$ cat src/rtl/rr_onehot_arbiter.sv
// Round-robin arbiter with a registered one-hot grant, bounded grant tenure and
// back-to-back handover between requesters.
module rr_onehot_arbiter #(
  parameter int N        = 4,
  parameter int MAX_HOLD = 8
) (
  input  logic                 clk,
  input  logic                 rst,
  input  logic [N-1:0]         req,
  output logic [N-1:0]         gnt,
  output logic                 gnt_valid,
  output logic [$clog2(N)-1:0] gnt_idx,
  output logic                 expired
);

  localparam int IW = $clog2(N);
  localparam int HW = $clog2(MAX_HOLD) + 1;

  typedef enum logic {IDLE, GRANT} state_e;

  state_e          state_q, state_d;
  logic [N-1:0]    gnt_q, gnt_d;
  logic [IW-1:0]   idx_q, idx_d;
  logic [IW-1:0]   ptr_q, ptr_d;
  logic [HW-1:0]   hold_q, hold_d;
  logic            expired_q, expired_d;

  logic            found;
  logic            at_limit;
  logic [IW-1:0]   win;
  logic [IW-1:0]   start;

  function automatic logic [N-1:0] onehot(input logic [IW-1:0] i);
    logic [N-1:0] v;
    v    = '0;
    v[i] = 1'b1;
    return v;
  endfunction

  function automatic logic [IW-1:0] next_idx(input logic [IW-1:0] i);
    return (i == IW'(N-1)) ? '0 : i + IW'(1);
  endfunction

  // First set bit of mask, scanning upward from start and wrapping at N-1.
  function automatic logic [IW-1:0] search(input logic [N-1:0] mask,
                                           input logic [IW-1:0] from,
                                           output logic hit);
    logic [IW-1:0] res;
    int j;
    hit = 1'b0;
    res = '0;
    for (int i = 0; i < N; i++) begin
      j = int'(from) + i;
      if (j >= N) j = j - N;
      if (!hit && mask[j[IW-1:0]]) begin
        hit = 1'b1;
        res = j[IW-1:0];
      end
    end
    return res;
  endfunction

  always_comb begin
    state_d   = state_q;
    gnt_d     = gnt_q;
    idx_d     = idx_q;
    ptr_d     = ptr_q;
    hold_d    = hold_q;
    expired_d = 1'b0;
    found     = 1'b0;
    at_limit  = 1'b0;
    win       = '0;
    start     = '0;
    unique case (state_q)
      IDLE: begin
        if (|req) begin
          win     = search(req, ptr_q, found);
          gnt_d   = onehot(win);
          idx_d   = win;
          hold_d  = '0;
          state_d = GRANT;
        end
      end
      GRANT: begin
        at_limit = (hold_q == HW'(MAX_HOLD - 1));
        if (req[idx_q] && !at_limit) begin
          hold_d = hold_q + HW'(1);
        end else begin
          // The departing owner is masked out so an expiring owner never regrants itself.
          expired_d = req[idx_q];
          start     = next_idx(idx_q);
          ptr_d     = start;
          win       = search(req & ~onehot(idx_q), start, found);
          hold_d    = '0;
          if (found) begin
            gnt_d = onehot(win);
            idx_d = win;
          end else begin
            gnt_d   = '0;
            idx_d   = '0;
            state_d = IDLE;
          end
        end
      end
      default: state_d = IDLE;
    endcase
  end

  always_ff @(posedge clk or posedge rst) begin
    if (rst) begin
      state_q   <= IDLE;
      gnt_q     <= '0;
      idx_q     <= '0;
      ptr_q     <= '0;
      hold_q    <= '0;
      expired_q <= 1'b0;
    end else begin
      state_q   <= state_d;
      gnt_q     <= gnt_d;
      idx_q     <= idx_d;
      ptr_q     <= ptr_d;
      hold_q    <= hold_d;
      expired_q <= expired_d;
    end
  end

  assign gnt       = gnt_q;
  assign gnt_valid = |gnt_q;
  assign gnt_idx   = idx_q;
  assign expired   = expired_q;

endmodule

$ cat config.mk
export PLATFORM = sky130hd
export DESIGN_NAME = rr_onehot_arbiter
export DESIGN_NICKNAME = d
export VERILOG_FILES = /design/src/rtl/rr_onehot_arbiter.sv
export SDC_FILE = /design/constraint.sdc
export NUM_CORES = 1
export LEC_CHECK = 0
export ABC_AREA = 1
export CAP_MARGIN = 0
export CORE_UTILIZATION = 45
export DETAILED_ROUTE_END_ITERATION = 8
export PLACE_DENSITY = 0.66
export SLEW_MARGIN = 25
export SYNTH_ARGS = -nofsm -noshare
export SYNTH_HDL_FRONTEND = slang
export SYNTH_SLANG_ARGS = --single-unit
$ cat constraint.sdc
create_clock -name clk -period 3.5 [get_ports clk]
set_input_delay 0.7 -clock clk [delete_from_list [all_inputs] [get_ports clk]]
set_output_delay 0.7 -clock clk [all_outputs]
set_load 0.05 [all_outputs]
==> results.toml <==
[finish]
finish.instance_area_mm2 = 0.001523
fin_nets = 247
final_cells = 266
antennaDiodeCount = 0
final_cell_mix = "nand2_1, nor2_1, inv_1"
drive_gt1_share_pct = 12.34
area_delta_synth_final_pct = 13.95
final_common_cell = "nand2_1"

[clocking]
h-tree-depth = 1
cts_setup_buffers = 0
ctsResizeCount = 0
clock_path_buffers = 2
cts_buffers = 3
clk-insertion-delay-late_ns = 0.28
cts-root-buf = "clkbuf_4"
clock_sinks = 14
clkTransAtPathRegs_ns = 0.08
cts_hold_buf = 0
cts_tree = "done"

[floorplanning]
die-area_mm2 = 0.003192
die_h_um = 56.50
initial_core_util_pct = 48.04
core-area_mm2 = 0.002781
num_io_pins = 14
rows = 19
fp.dieW_um = 56.50

[sta]
drv_slew = 0
setup_viol = 0
final.setup.tns_ns = 0
fin_crit_sh_pct = 73.96
finalWorstSetupSlack_ns = 0.9115
rsz0062_at_grt = "false"
clock_skew_ns = 0.006228
period_minus_slack_ns = 2.588
worstMarginPinSlew_ns = 0.5136
max_slew_margin_pct = 65.72
fmax_mhz = 386.3
hold_viol = 0

[setup_path]
crit_family = "buffers and inverters"
setup.worst_path.end_class = "primary output"
arrival_ns = 1.89
cp_max_fo = 3
crit_start = "gnt[3]"
r2r-start = "gnt_idx[0]"
worstSetupPathType = "reg -> out"
slowest_delay_ns = 0.71
crit_chain = "or4_1 -> clkdlybuf4s50_1"
critPathBufInv = 1
crit_path_top_delay_cell = "clkdlybuf4s50_1"
start_kind = "flip-flop"
critPathRequiredTime_ns = 2.80

[global_routing]
grt_usage_pct = 21.08
antenna_found_initial = 0
use_met1_pct = 28.38
grt_pass1_vias = 1249
grt_pass1_wl_um = 5402
grt_use_met2_pct = 35.13
overflow = 0
met3_usage_pct = 4.608
grt_max_degree = 15
grt.busiest_layer = "met2"

[synthesis]
syn-cell-area_mm2 = 0.001336
ys_seq_elements = 14
synth_warnings = 0
synthCells = 220
syn_area_per_cell_um2 = 6.074
yosysUniqueCellTypes = 29
seq_area_frac_synth_pct = 26.22
syn_nets = 231

[routing]
avgRoutedWirePerCell_um = 11.50
routed-via-count = 1398
drt-total-wl_um = 3058
route.detailed.drc = 0
drtIter0Drc = 63
avgViaCountPerCell = 5.256
ant_nets = 0
first_pass_iters = 4

[placed_design]
port_buffers = 13
pre_cts_slack_ns = 0.9704
numPlacedInstances = 262
hpwl_um = 2522
placed_area_mm2 = 0.001486
gp_congestion = 0.8885

[flow_run]
cap_violations = 0

[min_path]
hold_class = "reg -> reg"
holdCritStartpoint = "hold_q[0]"

[run_status]
status = "complete, no violations"
## final timing paths
| check | end | slack (ns) | cells after the start |
|---|---|---|---|
| min in group asynchronous | gnt[0] | 0.75 | 2 |
| max | gnt_valid | 0.91 | 2 |
| max reg2reg | gnt[3] | 1.16 | 14 |
| min reg2reg | hold_q[0] | 0.53 | 1 |
| min | hold_q[0] | 0.53 | 1 |
| max in group asynchronous | expired | 2.41 | 2 |
## layer usage
layer  share of wire (%)  vias to the layer above
met1                  46                      635
met5                   0                        -
met4                0.95                        0
met3                 4.6                        2
li1                    -                      733
met2                  48                       28
## state kept, by name (all words and copies together) (netlist names)
signal / flops
gnt: 4
hold_q: 4
expired: 1
state_q: 1
ptr_q: 2
gnt_idx: 2
## area by class of cell
cell class	instances	area (um^2)
fill	301	1259
multi-input combinational	179	868.3
sequential	14	350.3
timing repair buffer	13	130.1
inverter	25	98.84
tap	31	38.79
clock buffer	4	36.28
## metrics by stage
step                hold slack [ns]  util (%)
floorplan                    0.4880         -
global placement             0.5166     53.44
detailed placement           0.5226     53.44
CTS                          0.5400     54.75
global route                 0.5612     54.75
finish                       0.5328     54.75
## Yosys cell counts
cell      number  area, um^2
a21oi_1        5       25.02
a21oi_2        1       8.760
a22o_1         1       8.760
a22oi_1        1       7.510
a31oi_1        1       6.260
a32o_1         1       10.01
buf_4          1       7.510
buf_6          1       11.26
dfrtp_1       14       350.3
ha_1           5       62.56
inv_1         19       71.32
inv_2          5       18.77
inv_6          1       8.760
nand2_1       83       311.6
nand2_2        9       56.30
nand2_4        1       11.26
nand3_1       17       85.08
nand3_2        2       20.02
nand4_1        4       25.02
nand4_2        1       12.51
nor2_1        28       105.1
nor2_2         4       25.02
o21ai_0        7       35.03
o21ai_1        3       15.01
o21bai_1       1       7.510
o31ai_1        1       7.510
or2_2          1       6.260
or4_1          1       7.510
xor2_1         1       8.760
## worst register-to-register path, delay by kind of cell (launching register included)
| family | cells | cell delay, ns |
|---|---|---|
| adder cells (fa/ha/maj) | 1 | 0.39 |
| buffers and inverters | 2 | 0.21 |
| flip-flops | 1 | 0.67 |
| AND/OR/NAND/NOR | 11 | 1.00 |
## cell families after synthesis
kind of cell	share of synthesized area (%)
compound gates	9.832
xor+xnor	0.6556
fa+ha+maj	4.682
buf+inv	8.802
flops	26.22
simple gates	49.81
Power is not shown: default switching activity piles up to over one toggle a cycle in this logic, so the estimate is an artifact.
